$ cat src/rtl/ibex_ipm_gf_unit_pkg.sv
// ibex_ipm_gf_unit_pkg: operator/state encodings and the GF(2^8) xtime helper
// shared by the IPM GF unit and its lane datapath.
package ibex_ipm_gf_unit_pkg;

    localparam logic [7:0] IPM_GF_POLY_AES = 8'h1B;

    typedef enum logic [2:0] {
        IPM_MUL   = 3'd0,
        IPM_SQR   = 3'd1,
        IPM_LMUL  = 3'd2,
        IPM_INNER = 3'd3,
        IPM_SETL  = 3'd4
    } ipm_op_e;

    typedef enum logic [1:0] {
        IPM_IDLE = 2'd0,
        IPM_CALC = 2'd1,
        IPM_DONE = 2'd2
    } ipm_state_e;

    function automatic logic [7:0] xtime(input logic [7:0] v, input logic [7:0] poly);
        return {v[6:0], 1'b0} ^ (v[7] ? poly : 8'h00);
    endfunction

endpackage

$ cat src/rtl/ibex_ipm_gf_unit_if.sv
// ibex_ipm_gf_unit_if: request/result bus between the EX stage and the IPM GF unit.
interface ibex_ipm_gf_unit_if;
    logic [2:0]  ipm_operator_i;
    logic        ipm_en_i;
    logic        ipm_sel_i;
    logic [31:0] a_i;
    logic [31:0] b_i;
    logic        ipm_ready_id_i;
    logic [31:0] result_o;
    logic        valid_o;
    logic        busy_o;

    modport master (
        output ipm_operator_i, ipm_en_i, ipm_sel_i, a_i, b_i, ipm_ready_id_i,
        input  result_o, valid_o, busy_o
    );

    modport slave (
        input  ipm_operator_i, ipm_en_i, ipm_sel_i, a_i, b_i, ipm_ready_id_i,
        output result_o, valid_o, busy_o
    );
endinterface

$ cat src/rtl/ibex_ipm_gf_unit_lane.sv
// ibex_ipm_gf_unit_lane: Bits MSB-first Horner steps of a GF(2^8) multiply on one byte lane.
module ibex_ipm_gf_unit_lane
    import ibex_ipm_gf_unit_pkg::*;
#(
    parameter int unsigned Bits = 2
) (
    input  logic [7:0]      acc_i,
    input  logic [7:0]      a_i,
    input  logic [Bits-1:0] m_i,
    input  logic [7:0]      poly_i,
    output logic [7:0]      acc_o
);
    logic [Bits-1:0] m;

    always_comb begin
        acc_o = acc_i;
        m = m_i;
        for (int k = 0; k < Bits; k++) begin
            acc_o = xtime(acc_o, poly_i) ^ (m[Bits-1] ? a_i : 8'h00);
            m = m << 1;
        end
    end
endmodule

$ cat src/rtl/ibex_ipm_gf_unit.sv
// ibex_ipm_gf_unit: multi-cycle GF(2^8) inner-product-masking coprocessor with 4 byte lanes,
// data-independent latency of 8/BitsPerCycle CALC cycles.
module ibex_ipm_gf_unit
    import ibex_ipm_gf_unit_pkg::*;
#(
    parameter logic [7:0]  GfPoly       = IPM_GF_POLY_AES,
    parameter int unsigned BitsPerCycle = 2,
    parameter logic [31:0] ResetL       = 32'h01010101
) (
    input logic               clk_i,
    input logic               rst_i,
    ibex_ipm_gf_unit_if.slave bus
);
    localparam int unsigned B = BitsPerCycle;
    localparam int unsigned N = 8 / BitsPerCycle;

    if (!(B == 1 || B == 2 || B == 4 || B == 8)) begin : g_bad_bpc
        $error("BitsPerCycle must be 1, 2, 4 or 8");
    end

    ipm_state_e  state_q;
    logic [2:0]  cnt_q;
    logic [31:0] a_q, m_q, acc_q, l_q;
    logic [31:0] acc_d, m_d, m_sel;
    logic        inner_q, start, setl;
    logic [7:0]  inner_res;

    assign start = state_q == IPM_IDLE && bus.ipm_en_i && bus.ipm_sel_i;
    assign setl  = start && bus.ipm_operator_i == IPM_SETL;
    assign m_sel = bus.ipm_operator_i == IPM_SQR  ? bus.a_i :
                   bus.ipm_operator_i == IPM_LMUL ? l_q : bus.b_i;

    // each lane consumes the top B bits of its multiplier byte, which then shifts left
    for (genvar i = 0; i < 4; i++) begin : g_lane
        ibex_ipm_gf_unit_lane #(.Bits(B)) u_lane (
            .acc_i  (acc_q[8*i +: 8]),
            .a_i    (a_q[8*i +: 8]),
            .m_i    (m_q[8*i+7 -: B]),
            .poly_i (GfPoly),
            .acc_o  (acc_d[8*i +: 8])
        );
        assign m_d[8*i +: 8] = m_q[8*i +: 8] << B;
    end

    always_ff @(posedge clk_i or posedge rst_i) begin
        if (rst_i) begin
            state_q <= IPM_IDLE;
            cnt_q   <= '0;
            a_q     <= '0;
            m_q     <= '0;
            acc_q   <= '0;
            inner_q <= 1'b0;
            l_q     <= ResetL;
        end else begin
            case (state_q)
                IPM_IDLE: begin
                    if (setl) begin
                        l_q <= bus.a_i;
                    end else if (start) begin
                        a_q     <= bus.a_i;
                        m_q     <= m_sel;
                        inner_q <= bus.ipm_operator_i == IPM_INNER;
                        acc_q   <= '0;
                        cnt_q   <= '0;
                        state_q <= IPM_CALC;
                    end
                end
                IPM_CALC: begin
                    if (!bus.ipm_en_i) begin
                        acc_q   <= '0;
                        state_q <= IPM_IDLE;
                    end else begin
                        acc_q <= acc_d;
                        m_q   <= m_d;
                        cnt_q <= cnt_q + 3'd1;
                        if (cnt_q == 3'(N - 1)) state_q <= IPM_DONE;
                    end
                end
                IPM_DONE: begin
                    if (!bus.ipm_en_i) begin
                        acc_q   <= '0;
                        state_q <= IPM_IDLE;
                    end else if (bus.ipm_ready_id_i) begin
                        state_q <= IPM_IDLE;
                    end
                end
                default: state_q <= IPM_IDLE;
            endcase
        end
    end

    always_ff @(posedge clk_i) begin
        if (start) assert (bus.ipm_operator_i <= IPM_SETL);
    end

    assign inner_res    = acc_q[31:24] ^ acc_q[23:16] ^ acc_q[15:8] ^ acc_q[7:0];
    assign bus.valid_o  = state_q == IPM_DONE || setl;
    assign bus.busy_o   = state_q != IPM_IDLE;
    assign bus.result_o = state_q != IPM_DONE ? 32'h0 : inner_q ? {24'h0, inner_res} : acc_q;
endmodule
$ cat src/flat_wrapper.sv
// flat-port wrapper written by rule: the top's interface ports become plain ports
module ibex_ipm_gf_unit_flat import ibex_ipm_gf_unit_pkg::*;
#(
    parameter logic [7:0]  GfPoly       = IPM_GF_POLY_AES,
    parameter int unsigned BitsPerCycle = 2,
    parameter logic [31:0] ResetL       = 32'h01010101
)
  (clk_i, rst_i, bus_ipm_operator_i, bus_ipm_en_i, bus_ipm_sel_i, bus_a_i, bus_b_i, bus_ipm_ready_id_i, bus_result_o, bus_valid_o, bus_busy_o);
  ibex_ipm_gf_unit_if bus_i ();
  input logic clk_i;
  input logic rst_i;
  input wire logic [$bits(bus_i.ipm_operator_i)-1:0] bus_ipm_operator_i;
  input wire logic [$bits(bus_i.ipm_en_i)-1:0] bus_ipm_en_i;
  input wire logic [$bits(bus_i.ipm_sel_i)-1:0] bus_ipm_sel_i;
  input wire logic [$bits(bus_i.a_i)-1:0] bus_a_i;
  input wire logic [$bits(bus_i.b_i)-1:0] bus_b_i;
  input wire logic [$bits(bus_i.ipm_ready_id_i)-1:0] bus_ipm_ready_id_i;
  output wire logic [$bits(bus_i.result_o)-1:0] bus_result_o;
  output wire logic [$bits(bus_i.valid_o)-1:0] bus_valid_o;
  output wire logic [$bits(bus_i.busy_o)-1:0] bus_busy_o;
  assign bus_i.ipm_operator_i = bus_ipm_operator_i;
  assign bus_i.ipm_en_i = bus_ipm_en_i;
  assign bus_i.ipm_sel_i = bus_ipm_sel_i;
  assign bus_i.a_i = bus_a_i;
  assign bus_i.b_i = bus_b_i;
  assign bus_i.ipm_ready_id_i = bus_ipm_ready_id_i;
  assign bus_result_o = bus_i.result_o;
  assign bus_valid_o = bus_i.valid_o;
  assign bus_busy_o = bus_i.busy_o;
  ibex_ipm_gf_unit #(.GfPoly(GfPoly), .BitsPerCycle(BitsPerCycle), .ResetL(ResetL)) u_core (.clk_i(clk_i), .rst_i(rst_i), .bus(bus_i));
endmodule
$ cat config.mk
export PLATFORM = sky130hd
export DESIGN_NAME = ibex_ipm_gf_unit_flat
export DESIGN_NICKNAME = d
export VERILOG_FILES = /design/src/rtl/ibex_ipm_gf_unit_pkg.sv /design/src/rtl/ibex_ipm_gf_unit_if.sv /design/src/rtl/ibex_ipm_gf_unit_lane.sv /design/src/rtl/ibex_ipm_gf_unit.sv /design/src/flat_wrapper.sv
export SDC_FILE = /design/constraint.sdc
export NUM_CORES = 1
export LEC_CHECK = 0
export ABC_AREA = 0
export BUFFER_PORTS_ARGS = -buffer_cell sky130_fd_sc_hd__buf_2
export CAP_MARGIN = 25
export CORE_MARGIN = 2
export CORE_UTILIZATION = 40
export CTS_CLUSTER_DIAMETER = 150
export DETAILED_ROUTE_END_ITERATION = 8
export PLACE_DENSITY = 0.68
export SLEW_MARGIN = 10
export SYNTH_ARGS = -nofsm -noshare
export SYNTH_HDL_FRONTEND = slang
export SYNTH_HIERARCHICAL = 1
export SYNTH_SLANG_ARGS = --single-unit
export TNS_END_PERCENT = 30
$ cat constraint.sdc
create_clock -name clk_i -period 5.3 [get_ports clk_i]
set_input_delay 0.53 -clock clk_i [delete_from_list [all_inputs] [get_ports clk_i]]
set_output_delay 0.53 -clock clk_i [all_outputs]
set_load 0.01 [all_outputs]
==> results of run 1 <==
## power groups by stage
stage                     sequential [W]  clock (W)  combinational [W]
after global placement           0.00179          0            0.00210
after detailed placement         0.00181          0            0.00214
final                            0.00179    0.00110            0.00214
after global routing             0.00185    0.00116            0.00237
after CTS                        0.00179    0.00111            0.00215
after floorplan                  0.00159          0            0.00197
## worst max-delay path: cells and delay by family, from the launching register on
kind	cells	cell delay, ns
AND/OR/NAND/NOR	3	1.38
flip-flops	1	0.44
buffers and inverters	1	0.13
## worst max-delay path by stage
stage                          start               end  slack [ns]  depth (start not counted)
2_1_floorplan                  rst_i     u_core/a_q[0]        1.19                          1
3_3_place_gp   bus_ipm_operator_i[0]   u_core/acc_q[4]        2.49                          7
3_5_place_dp   bus_ipm_operator_i[0]  u_core/acc_q[12]        2.42                          7
4_1_cts            u_core/state_q[0]  bus_result_o[28]        2.34                          4
5_1_grt            u_core/state_q[0]  bus_result_o[11]        2.12                          4
6_report           u_core/state_q[0]  bus_result_o[28]        2.39                          4
## sequential cells by signal (all words and copies together) (netlist names)
signal,count
u_core/a_q,32
u_core/acc_q,32
u_core/cnt_q,3
u_core/inner_q,1
u_core/l_q,32
u_core/m_q,32
u_core/state_q,2
## cells in the final DEF (no fill, tap or decap), types with 2 or more instances in the layout
cell	n
nor3b_4	2
a31oi_1	32
o22a_1	9
dfstp_2	4
xor3_1	8
xnor2_1	56
nand2_2	4
xor2_1	64
dfrtp_1	130
nand3b_1	2
clkinv_2	3
clkbuf_16	17
xor3_2	4
clkbuf_8	2
clkinv_4	4
nor2_1	32
mux2_2	35
a22o_1	41
buf_2	105
inv_1	17
nand2_1	197
inv_6	4
clkinvlp_4	3
or3b_1	2
ha_1	2
conb_1	64
o221ai_1	15
nand2b_1	3
nor3_1	15
nand2_4	4
buf_4	9
mux2_1	29
a21oi_1	30
o22ai_1	2
o21ai_0	13
and2_1	26
## stage by stage
stage / setup slack [ns] / power, W / hold WS, ns / util, % / instance area (sq um)
CTS: 2.34 / 0.00505 / 0.275 / 47.5 / 9580
detailed placement: 2.42 / 0.00395 / 0.477 / 44.8 / 9030
floorplan: 1.19 / 0.00356 / 0.457 / - / 8400
global route: 2.12 / 0.00538 / 0.299 / 47.5 / 9580
finish: 2.39 / 0.00503 / 0.245 / 47.5 / 9580
global placement: 2.49 / 0.00388 / 0.471 / 44.7 / 9020
## cell type report
class	instances	area [sq um]	area share (%)
multi-input cells	700	4670	48.7
flip-flops and latches	134	3360	35.1
repair buffers	114	593	6.19
clock buffers	19	453	4.73
well taps	270	338	3.53
clock inverters	13	98.8	1.03
inverters	18	72.6	0.757
## layer usage
metal,GRT usage (%),up-vias,share of wire [%]
met4,5.72,0,1.7
met3,4.78,25,5.7
met2,28.9,191,45
met5,0,-,0
li1,-,3090,-
met1,26.7,3007,48
## cell families after synthesis
kind of cell / synth area share (%)
and+or+nand+nor: 15.8
AOI/OAI and AO/OA: 12.4
DFF: 41.1
xor gates and xnor gates: 16.4
buffers and inverters: 4.91
muxes: 8.94
adders and majority gates: 0.306
other: 0.0919
==> impl_metrics.json, run 1 <==
{
  "status": "finished clean",
  "synthArstFlopShare_pct": 100,
  "startpoint_type": "flop",
  "antenna_left": 0,
  "dp_hpwl_um": 14100,
  "clk_pin_slew_worst_paths_ns": 0.06,
  "seq_power_share_pct": 35.6,
  "cts_setup_buffers": 0,
  "synth_edf_count": 0,
  "criticalPathCategory": "flop to primary output",
  "placedCellCount": 1236,
  "overflow": 0,
  "r2r_cells": 6,
  "p_int_w": 0.00316,
  "synth_flop_cell": "dfrtp_1",
  "cts_resized": 0,
  "crit_slowest_cell": "nor2_1",
  "ys_seq_elements": 134,
  "wl_per_cell_um": 15.6,
  "die_area_sq_mm": 0.0216,
  "ctsHoldBuffers": 0,
  "cts_tree": "done",
  "root_buffer": "clkbuf_16",
  "cts_max_level": 4,
  "period_needed_ns": 2.91,
  "timing.slew.headroom_pct": 38.6,
  "p_switching_w": 0.00186,
  "rr_endpoint": "u_core/acc_q[23]",
  "maxCapViolations": 0,
  "regToRegSetupSlack_ns": 2.65,
  "die_x_um": 147,
  "drt_iter0_drc": 447,
  "holdCritPathClass": "input port to asynchronous set/reset pin",
  "vias_per_cell": 4.98,
  "finalNetCount": 1059,
  "vdd_drop_max_uv": 279,
  "slew_viol_final": 0,
  "clk_path_buf_depth": 2,
  "grtUsageTotal_pct": 18.9,
  "yosysMostFrequentCell": "nand2_1",
  "row_count": 52,
  "final-setup-viol-count": 0,
  "coreArea_sq_mm": 0.0202,
  "wirelength_um": 19800,
  "grt_max_degree": 83,
  "first_pass_iters": 5,
  "clock.fmax_mhz": 344,
  "synthTopCellsByArea": "dfrtp_1, nand2_1, xor2_1, xnor2_1, mux2_2",
  "drive_gt1_share_pct": 20.6,
  "setup_tns_ns": 0,
  "io_pins": 106,
  "start_util_pct": 40.5,
  "crit_fanout": 24,
  "path_cells": "nand2b_1, nor2_1, and2_1, buf_2",
  "antenna_found_initial": 0,
  "arrival_ns": 2.38,
  "gp_congestion": 0.788,
  "end_kind": "primary output",
  "combPwrFrac_pct": 42.5,
  "syn_avg_cell_area_sq_um": 9.62,
  "yosysSeqAreaShare_pct": 41.1,
  "fillers": 1965,
  "cts_buffers": 17,
  "post-synth-top-area-cell": "dfrtp_1",
  "final.setup_skew_ns": 0.00748,
  "leakagePower_nw": 4.45,
  "period_share_pct": 54.9,
  "fin_cells": 1268,
  "critical-path-max-stage-delay_ns": 0.79,
  "power_density_mw_per_mm2": 525,
  "clock_latency_ns": 0.43,
  "grt_pass1_wl_um": 32000,
  "syn_area_sq_mm": 0.00817,
  "grt_pass1_vias": 5959,
  "ys_warn_count": 6,
  "ys_types": 40,
  "antenna_cells": 0,
  "cts_sinks": 134,
  "vias": 6313,
  "p_sw_share_pct": 37.1,
  "pwr-share-clk_pct": 21.9,
  "worstMarginPinSlew_ns": 0.917,
  "ys_top_cells_by_count": "nand2_1, dfrtp_1, xor2_1, xnor2_1, a22o_1",
  "syn2layout_area_growth_pct": 17.2,
  "hold_viol_final": 0,
  "critical_path.reg2reg.startpoint": "u_core/state_q[1]",
  "die_h_um": 147,
  "synth_top_area_share_pct": 39.8,
  "drc": 0,
  "synth_cells": 849,
  "critPathRequiredTime_ns": 4.77,
  "io_buffers": 105,
  "rsz0062_at_grt": "no"
}
No activity file was read; power rests on OpenSTA's default activity.
==> run 2: changes to the inputs <==
--- a/config.mk
+++ b/config.mk
@@ -5,14 +5,14 @@
 export SDC_FILE = /design/constraint.sdc
 export NUM_CORES = 1
 export LEC_CHECK = 0
-export ABC_AREA = 0
+export ABC_AREA = 1
 export BUFFER_PORTS_ARGS = -buffer_cell sky130_fd_sc_hd__buf_2
 export CAP_MARGIN = 25
 export CORE_MARGIN = 2
 export CORE_UTILIZATION = 40
 export CTS_CLUSTER_DIAMETER = 150
 export DETAILED_ROUTE_END_ITERATION = 8
-export PLACE_DENSITY = 0.68
+export PLACE_DENSITY = 0.67
 export SLEW_MARGIN = 10
 export SYNTH_ARGS = -nofsm -noshare
 export SYNTH_HDL_FRONTEND = slang
==> constraint.sdc (replaced) <==
create_clock -name clk_i -period 2.7 [get_ports clk_i]
set_input_delay 0.27 -clock clk_i [delete_from_list [all_inputs] [get_ports clk_i]]
set_output_delay 0.27 -clock clk_i [all_outputs]
set_load 0.01 [all_outputs]
==> run 2 against run 1 <==
Synthesized cell count increased by 100%. Critical path depth increased by 2. Combinational power increased by 120%. Worst setup slack got worse by 1.9 ns. Sequential power increased by 88%. Final cell count increased by 75%. Flip-flop and latch count unchanged. Non-clock buffer count increased by 8. Power increased by 110%. Register-to-register slack got worse by 1.9 ns. Utilization decreased by 0.63 points.
==> impl_metrics.json, run 2 <==
{
  "status": "finished clean",
  "ys_warn_count": 6,
  "ctsHoldBuffers": 1,
  "power_w": 0.0104,
  "synthTopCellsByArea": "dfrtp_1, nand2_1, inv_1, nor2_1, nand3_1",
  "leakagePower_nw": 6.84,
  "startpoint_type": "flop",
  "final.setup_skew_ns": 0.00924,
  "holdWs_ns": 0.126,
  "cts_buffers": 17,
  "final_area_sq_mm": 0.0117,
  "grt_pass1_vias": 9192,
  "first_pass_iters": 7,
  "cts_sinks": 134,
  "end_kind": "primary output",
  "cts_setup_buffers": 0,
  "die_area_sq_mm": 0.0266,
  "drive_gt1_share_pct": 11.6,
  "arrival_ns": 1.99,
  "antenna_left": 0,
  "syn_avg_cell_area_sq_um": 5.88,
  "layout_commonest_cell": "nand2_1",
  "synth_top_area_share_pct": 32.2,
  "synth_edf_count": 0,
  "antenna_found_initial": 0,
  "rsz0062_at_grt": "no",
  "ys_seq_elements": 134,
  "slew_viol_final": 0,
  "hold_depth": 3,
  "placedCellCount": 2192,
  "wl_per_cell_um": 12.0,
  "synth_flop_cell": "dfrtp_1",
  "maxCapViolations": 0,
  "r2r_cells": 8,
  "clock_latency_ns": 0.42,
  "clock.fmax_mhz": 443,
  "power_density_mw_per_mm2": 891,
  "syn_area_sq_mm": 0.0101,
  "drt_iter0_drc": 859,
  "final_cell_mix": "nand2_1, inv_1, nor2_1",
  "die_x_um": 163,
  "coreArea_sq_mm": 0.0250,
  "die_h_um": 163,
  "setup_tns_ns": 0,
  "wirelength_um": 26700,
  "dp_hpwl_um": 19300,
  "grt_pass1_wl_um": 44700,
  "yosysSeqAreaShare_pct": 33.2,
  "vias": 10200,
  "clk_path_buf_depth": 2,
  "ys_top_cells_by_count": "nand2_1, inv_1, nor2_1, dfrtp_1, nand3_1",
  "fin_cells": 2225,
  "hold_viol_final": 0,
  "timing.slew.headroom_pct": 57.2,
  "row_count": 58,
  "drc": 0,
  "rr_endpoint": "u_core/cnt_q[0]",
  "overflow": 0,
  "clk_pin_slew_worst_paths_ns": 0.06,
  "cts_tree": "done",
  "synthArstFlopShare_pct": 100,
  "io_buffers": 105,
  "start_util_pct": 40.5,
  "yosysMostFrequentCell": "nand2_1",
  "synth_cells": 1720,
  "holdCritPathClass": "input port to flop",
  "final-setup-viol-count": 0,
  "grt_max_degree": 90,
  "cts_max_level": 4,
  "root_buffer": "clkbuf_16",
  "cts_resized": 0,
  "ys_types": 26,
  "io_pins": 106,
  "post-synth-top-area-cell": "dfrtp_1",
  "vias_per_cell": 4.58,
  "placed_cell_area_sq_mm": 0.0111,
  "criticalPathCategory": "flop to primary output",
  "period_share_pct": 83.6,
  "crit_fanout": 22,
  "regToRegSetupSlack_ns": 0.79,
  "worstMarginPinSlew_ns": 0.641,
  "critical_path.reg2reg.startpoint": "u_core/state_q[0]",
  "hp-start": "bus_a_i[6]",
  "finalNetCount": 1956,
  "critPathRequiredTime_ns": 2.43,
  "gp_congestion": 0.815,
  "vdd_drop_max_uv": 527,
  "holdPathEnd": "u_core/a_q[6]",
  "antenna_cells": 0,
  "fillers": 2615,
  "grtUsageTotal_pct": 21.0,
  "syn2layout_area_growth_pct": 15.7,
  "period_needed_ns": 2.26
}
run 2: cell count changes in the layout (fill, tap and decap cells not counted), moves of 29 or more:
cell	before	now
nand2_1	197	641
inv_1	17	262
nor2_1	32	227
nand3_1	0	98
o21ai_0	13	97
xor2_1	64	4
xnor2_1	56	0
a22o_1	41	0
mux2_2	35	0
a31oi_1	32	0
conb_1	64	96
mux2_1	29	0
run 2: cell families after synthesis:
group | synth area share [%]
other | 0.0743
AOI/OAI and AO/OA | 9.02
adders and majority gates | 0.248
DFF | 33.2
and+or+nand+nor | 41.9
buffers and inverters | 15.2
xor gates and xnor gates | 0.347
run 2: where the power goes:
group          switching, W  internal, W
combinational       0.00304      0.00161
sequential         0.000733      0.00263
clock              0.000883      0.00153
run 2: worst max path at each step:
| stage | from | to | slack [ns] |
|---|---|---|---|
| 2_1_floorplan | rst_i | u_core/a_q[0] | 0.77 |
| 3_3_place_gp | bus_ipm_operator_i[1] | u_core/acc_q[23] | 0.82 |
| 3_5_place_dp | bus_ipm_operator_i[1] | u_core/acc_q[19] | 0.76 |
| 4_1_cts | u_core/state_q[0] | bus_valid_o | 0.46 |
| 5_1_grt | u_core/state_q[0] | bus_result_o[30] | 0.31 |
| 6_report | u_core/state_q[0] | bus_valid_o | 0.44 |
run 2: layer usage:
| metal | global-route usage (%) | wire, um | vias up |
|---|---|---|---|
| li1 | - | - | 5417 |
| met4 | 6.07 | 348 | 0 |
| met5 | 0 | 0 | - |
| met1 | 30.7 | 13300 | 4491 |
| met2 | 32.4 | 11600 | 265 |
| met3 | 2.75 | 1480 | 26 |
run 2: critical path, cell delays in order (launching register included):
cell     delay (ns)
dfrtp_1        0.43
inv_2          0.08
nand2_1        0.07
nor2_2         0.16
nand3_2        0.35
o21ai_0        0.28
buf_2          0.20
run 2: through the flow:
step	util (%)	setup slack [ns]
finish	46.9	0.443
global route	46.9	0.306
CTS	46.9	0.462
detailed placement	44.4	0.761
global placement	44.4	0.817
floorplan	-	0.768
run 2: cell type report:
type / count / area (sq um) / area share (%)
tap: 330 / 413 / 3.53
timing repair buffer: 122 / 681 / 5.82
clock buffer: 25 / 485 / 4.15
inverter: 284 / 1070 / 9.14
multi-input combinational: 1323 / 5580 / 47.7
clock inverter: 7 / 118 / 1.01
sequential: 134 / 3360 / 28.7
==> run 3: changes to the inputs <==
--- a/config.mk
+++ b/config.mk
@@ -12,7 +12,7 @@
 export CORE_UTILIZATION = 40
 export CTS_CLUSTER_DIAMETER = 150
 export DETAILED_ROUTE_END_ITERATION = 8
-export PLACE_DENSITY = 0.67
+export PLACE_DENSITY = 0.69
 export SLEW_MARGIN = 10
 export SYNTH_ARGS = -nofsm -noshare
 export SYNTH_HDL_FRONTEND = slang
==> constraint.sdc (replaced) <==
create_clock -name clk_i -period 2 [get_ports clk_i]
set_input_delay 0.2 -clock clk_i [delete_from_list [all_inputs] [get_ports clk_i]]
set_output_delay 0.2 -clock clk_i [all_outputs]
set_load 0.01 [all_outputs]
==> run 3 against run 2 <==
Die area did not move. Global-route usage rose by 0.15 points. Critical path type unchanged. Sequential power rose by 34%. Register-to-register slack got worse by 0.50 ns. Via count rose by 0.38%.
==> impl_metrics.json, run 3 (synthesis results as in run 2) <==
{
  "clk_path_buf_depth": 2,
  "maxCapViolations": 0,
  "wl_per_cell_um": 11.9,
  "cts_sinks": 134,
  "grt_pass1_wl_um": 45400,
  "slew_viol_final": 0,
  "leakagePower_nw": 6.85,
  "criticalPathCategory": "flop to primary output",
  "cts_buffers": 17,
  "period_share_pct": 94.2,
  "worstMarginPinSlew_ns": 0.502,
  "coreArea_sq_mm": 0.0250,
  "overflow": 0,
  "final_area_sq_mm": 0.0118,
  "clock.fmax_mhz": 531,
  "die_h_um": 163,
  "power_w": 0.0140,
  "rsz0062_at_grt": "yes",
  "setup_tns_ns": 0,
  "antenna_left": 0,
  "critPathRequiredTime_ns": 1.80,
  "critical_path.reg2reg.startpoint": "u_core/state_q[0]",
  "layout_commonest_cell": "nand2_1",
  "vias": 10200,
  "gp_congestion": 0.817,
  "clk_pin_slew_worst_paths_ns": 0.06,
  "die_area_sq_mm": 0.0266,
  "vdd_drop_max_uv": 708,
  "power_density_mw_per_mm2": 1180,
  "timing.slew.headroom_pct": 66.5,
  "dp_hpwl_um": 19700,
  "grt_pass1_vias": 9534,
  "holdCritPathClass": "input port to flop",
  "period_needed_ns": 1.88,
  "holdPathEnd": "u_core/a_q[4]",
  "final_util_pct": 47.2,
  "drt_iter0_drc": 799,
  "antenna_cells": 0,
  "hp-start": "bus_a_i[4]",
  "final.setup_skew_ns": 0.00942,
  "wirelength_um": 26600,
  "row_count": 58,
  "hold_viol_final": 0,
  "crit_fanout": 5,
  "syn2layout_area_growth_pct": 16.5,
  "cts_setup_buffers": 0,
  "drive_gt1_share_pct": 12.9,
  "regToRegSetupSlack_ns": 0.29,
  "antenna_found_initial": 0,
  "final-setup-viol-count": 0,
  "startpoint_type": "flop",
  "first_pass_iters": 6,
  "status": "finished clean",
  "placed_cell_area_sq_mm": 0.0112,
  "io_buffers": 105,
  "arrival_ns": 1.68,
  "vias_per_cell": 4.59,
  "grt_max_degree": 79,
  "finalNetCount": 1963,
  "hold_depth": 3,
  "r2r_cells": 5,
  "start_util_pct": 40.5,
  "drc": 0,
  "holdWs_ns": 0.0720,
  "die_x_um": 163,
  "cts_max_level": 4,
  "grtUsageTotal_pct": 21.1,
  "io_pins": 106,
  "rr_endpoint": "u_core/m_q[24]",
  "root_buffer": "clkbuf_16",
  "clock_latency_ns": 0.42,
  "cts_tree": "done",
  "end_kind": "primary output",
  "final_cell_mix": "nand2_1, inv_1, nor2_1"
}
## run 3: cell count changes in the layout (fill, tap and decap cells not counted), moves of 2 or more
cell,change
buf_12,+2
dfrtp_1,-13
clkinv_4,+3
bufinv_16,-2
buf_4,+5
clkbuf_1,-4
clkinvlp_4,+3
dfrtp_2,+13
## run 3: layout make-up
class / count / area (sq um)
Timing Repair Buffer: 129 / 758
Clock buffer: 22 / 484
Sequential cell: 134 / 3370
Tap cell: 330 / 413
Multi-Input combinational cell: 1323 / 5580
Clock inverter: 10 / 97.6
Fill cell: 2621 / 13200
Inverter: 284 / 1070
## run 3: worst max path at each step
stage                           start         endpoint  slack [ns]  cells after the start
floorplan                       rst_i    u_core/a_q[0]        0.14                      1
global placement    u_core/state_q[0]  u_core/cnt_q[0]        0.37                      7
detailed placement  u_core/state_q[0]   u_core/m_q[18]        0.33                      6
CTS                  u_core/acc_q[24]  bus_result_o[0]        0.02                      8
global route         u_core/acc_q[16]  bus_result_o[0]       -0.02                      8
finish               u_core/acc_q[30]  bus_result_o[6]        0.12                      8
## run 3: worst max-delay path: stages (launching register included)
cell     delay [ns]
dfrtp_2        0.44
inv_1          0.12
nand2_1        0.08
nand3_1        0.07
nand3_1        0.12
nand2_1        0.09
nand2_1        0.05
nor2_1         0.14
buf_2          0.16
## run 3: through the flow
step                      worst slack [ns]  cells
final                                0.116   2232
after global routing               -0.0150   2232
after CTS                           0.0154   2232
after detailed placement             0.326   2199
after global placement               0.365   2199
after floorplan                      0.138   1814
## run 3: power by group
part           switching [W]  internal, W
combinational        0.00419      0.00220
clock                0.00122      0.00185
sequential          0.000922      0.00358
## run 3: what timing repair did
action / in CTS / in global routing
endpoints found under the setup margin: 1 / 32
hold buffers: 1 / 0
gates cloned: 0 / 0
gates resized for setup: 1 / 15
hold endpoints to repair: 130 / 0
## run 3: per-layer routing
metal  share of wire, %  vias up  global-route usage [%]
met2                 45      247                    34.2
li1                   -     5424                       -
met1                 49     4548                    29.7
met4                1.2        0                    6.15
met3                4.9       19                    2.60
met5                  0        -                       0
